### src/rtl/seq_block_verilog.sv
// seq_block_verilog: free-running 6,3,5,7,2,1 sequence generator; SEQ_BLOCK_ONEHOT_EN selects one-hot state
module seq_block_verilog (
    input  logic       clk,
    input  logic       rst,
    output logic [2:0] Y
);
`ifdef SEQ_BLOCK_ONEHOT_EN
    localparam int W = 7;
    typedef enum logic [W-1:0] {
        IDLE = 7'b0000001,
        S0   = 7'b0000010,
        S1   = 7'b0000100,
        S2   = 7'b0001000,
        S3   = 7'b0010000,
        S4   = 7'b0100000,
        S5   = 7'b1000000
    } state_t;
`else
    localparam int W = 3;
    typedef enum logic [W-1:0] {IDLE, S0, S1, S2, S3, S4, S5} state_t;
`endif
    // plain vector so illegal encodings are representable and fall through to IDLE
    logic [W-1:0] state = IDLE;
    logic [2:0]   y_q   = 3'd0;
    assign Y = y_q;
    always_ff @(posedge clk) begin
        if (rst) begin
            state <= IDLE;
            y_q   <= 3'd0;
        end else begin
            case (state)
                IDLE:    begin state <= S0;   y_q <= 3'd6; end
                S0:      begin state <= S1;   y_q <= 3'd3; end
                S1:      begin state <= S2;   y_q <= 3'd5; end
                S2:      begin state <= S3;   y_q <= 3'd7; end
                S3:      begin state <= S4;   y_q <= 3'd2; end
                S4:      begin state <= S5;   y_q <= 3'd1; end
                S5:      begin state <= S0;   y_q <= 3'd6; end
                default: begin state <= IDLE; y_q <= 3'd0; end
            endcase
        end
    end
endmodule

### config.mk
export PLATFORM = sky130hd
export DESIGN_NAME = seq_block_verilog
export DESIGN_NICKNAME = d
export VERILOG_FILES = /design/src/rtl/seq_block_verilog.sv
export SDC_FILE = /design/constraint.sdc
export NUM_CORES = 1
export LEC_CHECK = 0
export ABC_AREA = 0
export CAP_MARGIN = 10
export CORE_AREA = 2 2 39 41
export CTS_CLUSTER_SIZE = 12
export DETAILED_ROUTE_END_ITERATION = 6
export DIE_AREA = 0 0 41 43
export PLACE_DENSITY_LB_ADDON = 0.05
export SETUP_SLACK_MARGIN = 0.02
export SLEW_MARGIN = 20
export SYNTH_ARGS = -nofsm -noshare
export SYNTH_HDL_FRONTEND = slang
export SYNTH_SLANG_ARGS = --single-unit
### constraint.sdc
create_clock -name clk -period 2.96 [get_ports clk]
set_input_delay 0.592 -clock clk [delete_from_list [all_inputs] [get_ports clk]]
set_output_delay 0.592 -clock clk [all_outputs]
set_load 0.05 [all_outputs]
==> results of run 1 <==
==> sequential cells by signal, summed over array words and instances (netlist names) <==
register and cells:
Y 3, state 3
==> synthesized netlist by cell type <==
master / number
nand2_1: 1
nor3_1: 1
a31o_1: 1
inv_1: 1
nor2_1: 1
nand2b_1: 2
and3_1: 1
a21oi_1: 3
or2b_1: 1
nand3b_1: 1
dfxtp_1: 6
or3b_1: 1
==> layout by cell type, fill, tap and decap left out, drive strengths merged <==
cell,synthesis,final
dfxtp,6,6
clkdlybuf4s50,0,4
a21oi,3,3
clkbuf,0,3
nand2b,2,2
nand3b,1,1
inv,1,1
nand2,1,1
nor3,1,1
a31o,1,1
or3b,1,1
nor2,1,1
and3,1,1
or2b,1,1
==> layer usage <==
layer / vias up / wire (µm) / GRT usage
met5: - / 0 / 0
met4: 0 / 4 / 0.0800
met3: 2 / 20 / 0.0314
met2: 4 / 143 / 0.0625
met1: 59 / 183 / 0.0675
li1: 84 / - / -
==> cell type report <==
class,count,area (µm²)
fillers,165,1100
flip-flops and latches,6,120
multi-input cells,13,78.8
repair buffers,4,40.0
clock buffers,3,22.5
well taps,16,20.0
inverters,1,3.75
==> through the flow <==
stage                     instance area (µm²)   util  power [mW]  instances
final                                     285  0.206       0.198         43
after global routing                      285  0.206       0.209         43
after CTS                                 285  0.206       0.204         43
after detailed placement                  263  0.190       0.125         40
after global placement                    263  0.190       0.126         40
after floorplan                           203      -       0.114         20
==> kinds of logic after synthesis <==
group | count (synthesis) | synth area share
AOI/OAI and AO/OA | 4 | 0.117
buffers and inverters | 1 | 0.0185
DFF | 6 | 0.593
and+or+nand+nor | 9 | 0.272
==> report_power, final <==
group	switching, mW	total, mW	internal (mW)
clock network	0.0286	0.0744	0.0458
registers	0.00426	0.0919	0.0876
logic	0.0192	0.0320	0.0128
==> worst max path at each step <==
stage,end,slack (ps),depth (start not counted)
final,Y[2],1030,1
after global routing,Y[1],1000,1
after CTS,Y[2],1010,1
after detailed placement,Y[2],1290,1
after global placement,Y[1],1290,1
after floorplan,Y[0],1780,0
==> worst reg2reg max path, delay by kind of cell, from the launching register on <==
kind | cells | cell delay [ps]
flops | 1 | 390
simple gates | 2 | 570
==> impl_metrics.json, run 1 <==
{
  "syn_area_um2": 203,
  "dp_slack_ps": 1290,
  "worst_path_dominant_cell_family": "buffers and inverters",
  "area_growth_pct": 40.7,
  "dr.first_iter.drc_count": 4,
  "drv_cap": 0,
  "num_antenna_cells": 0,
  "min_from": "state[0]$_SDFF_PP0_",
  "finalCritPeriodShare": 0.651,
  "grt_pass1_wl_um": 600,
  "totalWireLength_um": 351,
  "hold_class": "register to register",
  "synth_top_area_frac": 0.593,
  "num_rows": 14,
  "drcViolationCount": 0,
  "io_pins": 5,
  "grtUsageTotal": 0.0592,
  "drive_above_1_share": 0.111,
  "synth_top_area_cell": "dfxtp_1",
  "ant_nets": 0,
  "cp.arrival_ps": 1330,
  "worst_slack_ps": 1030,
  "start_util": 0.146,
  "vias": 149,
  "grt_max_degree": 7,
  "final-setup-viol-count": 0,
  "worst_r2r_endpoint": "Y[1]$_SDFF_PP0_",
  "required_ps": 2370,
  "die_area_mm2": 0.00176,
  "syn_avg_cell_area_um2": 10.1,
  "ctsLongestPathBuffers": 2,
  "ctsResizeCount": 0,
  "end_kind": "output port",
  "antenna_found_initial": 0,
  "tns_ps": 0,
  "overflow": 0,
  "firstDrtPassIters": 2,
  "powerDensity_mw_per_mm2": 695,
  "critical_path_class": "register to output port",
  "maxSlewHeadroom": 0.670,
  "period_minus_slack_ps": 1930,
  "fin_hold_ws_ps": 498,
  "clockRootBuffer": "clkbuf_4",
  "die_w_um": 41,
  "worstPathCellList": "clkdlybuf4s50_1",
  "synth_warnings": 0,
  "insertion_delay_ps": 240,
  "status": "finished, final reports clean",
  "synth_nets": 22,
  "hold_depth": 1,
  "hold_buffers": 0,
  "crit_path_start": "Y[2]$_SDFF_PP0_",
  "cts_sinks": 6,
  "cts.htree.levels": 1,
  "ys_ff_latch": 6,
  "cts_tree": "built",
  "r2r_slack_ps": 1890,
  "max_stage_delay_ps": 790,
  "gp_congestion": 0.654,
  "reg2reg_from": "state[1]$_SDFF_PP0_",
  "power.leakage_nw": 0.109,
  "fin_skew_ps": 1.39,
  "fmax_ghz": 0.519,
  "wl_per_cell_um": 8.16,
  "core_mm2": 0.00138,
  "yosysUniqueCellTypes": 12,
  "port_buffers": 4,
  "maxSlewViolCount": 0,
  "slowest_stage": "clkdlybuf4s50_1",
  "worst_pin_slew_ps": 493,
  "synth.area.top_cells": "dfxtp_1 (59%), a21oi_1 (7.4%), nand2b_1 (6.2%)",
  "rsz0062_at_grt": "no",
  "netlist_instances": 20,
  "cts_setup_buffers": 0,
  "crit_buf_inv": 1,
  "hold_end": "state[0]$_SDFF_PP0_",
  "path_max_fanout": 1,
  "hpwlAfterDp_um": 245,
  "grt_pass1_vias": 140,
  "ys_seq_area_frac": 0.593,
  "max-vdd-ir-drop_v": 0.000171,
  "nNetsFinal": 31,
  "fp.dieH_um": 43,
  "cts_buffers": 3,
  "startpoint_type": "register",
  "clkTransAtPathRegs_ps": 40,
  "final_hold_viol_count": 0,
  "r2r_cells": 2,
  "vias_per_cell": 3.47
}
(Power assumes the default switching activity.)
==> run 2: changes to the inputs <==
==> constraint.sdc (replaced) <==
create_clock -name clk -period 1.75 [get_ports clk]
set_input_delay 0.35 -clock clk [delete_from_list [all_inputs] [get_ports clk]]
set_output_delay 0.35 -clock clk [all_outputs]
set_load 0.05 [all_outputs]
==> run 2 against run 1 <==
Compared with the run above:
- final cell count did not move
- combinational power rose by 62%
- highest routed layer is now met3
- clock skew fell by 0.77 ps
- die area did not move
- non-clock buffer count did not move
- utilization fell by 0.54 points
- sequential share of layout area rose by 1.1 points
- critical path depth did not move
- sequential power rose by 70%
==> impl_metrics.json, run 2 (same netlist as run 1, synthesis figures left out) <==
{
  "slowest_stage": "dfxtp_1",
  "final_hold_viol_count": 0,
  "cts_setup_buffers": 0,
  "vias": 159,
  "min_from": "state[0]$_SDFF_PP0_",
  "grt_pass1_vias": 159,
  "wl_per_cell_um": 9.16,
  "final_cell_mix": "dfxtp_1 (6), a21oi_1 (3), clkbuf_4 (3), buf_4 (3), nand2b_1 (2)",
  "finalNonFillerCells": 43,
  "drive_above_1_share": 0.222,
  "powerDensity_mw_per_mm2": 1210,
  "path_max_fanout": 1,
  "num_rows": 14,
  "maxSlewViolCount": 0,
  "num_antenna_cells": 0,
  "grtUsageTotal": 0.0614,
  "fin_skew_ps": 0.620,
  "multi_input_area_um2": 78.8,
  "max-vdd-ir-drop_v": 0.000243,
  "antenna_found_initial": 0,
  "reg2reg_from": "state[1]$_SDFF_PP0_",
  "startpoint_type": "register",
  "worstPathCellList": "buf_4",
  "tns_ps": 0,
  "dr.first_iter.drc_count": 4,
  "hold_class": "register to register",
  "core_mm2": 0.00138,
  "fp.dieH_um": 43,
  "final_common_cell": "dfxtp_1",
  "fill_cells": 164,
  "power.leakage_nw": 0.113,
  "critical_path_class": "register to output port",
  "nNetsFinal": 31,
  "grt_max_degree": 7,
  "rsz0062_at_grt": "no",
  "clockRootBuffer": "clkbuf_4",
  "dp_slack_ps": 409,
  "ctsLongestPathBuffers": 2,
  "port_buffers": 4,
  "cp.arrival_ps": 740,
  "hpwlAfterDp_um": 268,
  "status": "finished, final reports clean",
  "start_util": 0.146,
  "crit_buf_inv": 1,
  "max_stage_delay_ps": 310,
  "finalCritPeriodShare": 0.622,
  "insertion_delay_ps": 240,
  "end_kind": "output port",
  "period_minus_slack_ps": 1090,
  "grt_pass1_wl_um": 634,
  "ctsResizeCount": 0,
  "die_area_mm2": 0.00176,
  "dpl.cell_count": 40,
  "cts_sinks": 6,
  "gp_congestion": 0.665,
  "worst_slack_ps": 662,
  "firstDrtPassIters": 4,
  "maxSlewHeadroom": 0.853,
  "totalWireLength_um": 394,
  "ant_nets": 0,
  "cts_buffers": 3,
  "clkTransAtPathRegs_ps": 50,
  "required_ps": 1400,
  "worst_pin_slew_ps": 220,
  "worst_path_dominant_cell_family": "flip-flops",
  "drcViolationCount": 0,
  "overflow": 0,
  "vias_per_cell": 3.70,
  "io_pins": 5,
  "cts_tree": "built",
  "regArea_um2": 120,
  "hold_buffers": 0,
  "fmax_ghz": 0.919,
  "crit_path_start": "Y[2]$_SDFF_PP0_",
  "finalPower_mw": 0.336,
  "die_w_um": 41,
  "drv_cap": 0,
  "cts.htree.levels": 1,
  "area_growth_pct": 37.0,
  "final-setup-viol-count": 0
}
run 2: changes by cell type in the layout (fill, tap and decap cells not counted):
cell | previous run | this run
buf_4 | 0 | 3
clkdlybuf4s50_1 | 4 | 1
run 2: per-stage QoR:
| step | hold WS, ps | utilization | area [µm²] |
|---|---|---|---|
| 3_3_place_gp | 482 | 0.184 | 255 |
| 5_1_grt | 512 | 0.201 | 278 |
| 3_5_place_dp | 478 | 0.184 | 255 |
| 4_1_cts | 488 | 0.201 | 278 |
| 2_1_floorplan | 417 | - | 203 |
| 6_report | 490 | 0.201 | 278 |
run 2: worst reg2reg max path, delay by kind of cell (launching register included):
kind / cells / cell delay, ps
DFF: 1 / 390
and+or+nand+nor: 2 / 560
run 2: routing by layer:
layer	vias up	track usage	part of all wire
met5	-	0	0
met4	0	0.0800	0
met3	0	0.0314	0.071
met2	4	0.0625	0.43
met1	72	0.0747	0.49
li1	83	-	-
run 2: final cells by class:
cell class | count | share of cell area
multi-input combinational | 13 | 0.284
tap | 16 | 0.0721
sequential | 6 | 0.432
clock buffer | 3 | 0.0811
inverter | 1 | 0.0135
timing repair buffer | 4 | 0.117
run 2: path summary, 6_finish.rpt:
kind / to / slack [ps] / depth (start not counted)
worst max-delay path: Y[2] / 660 / 1
worst min-delay path: state[0]$_SDFF_PP0_ / 490 / 1
worst min register to register: state[0]$_SDFF_PP0_ / 490 / 1
worst max register to register: Y[1]$_SDFF_PP0_ / 680 / 2
run 2: where the power goes:
group	internal (mW)	switching (mW)
Sequential	0.148	0.00800
Combinational	0.0194	0.0325
Clock	0.0776	0.0505
Total	0.245	0.0910
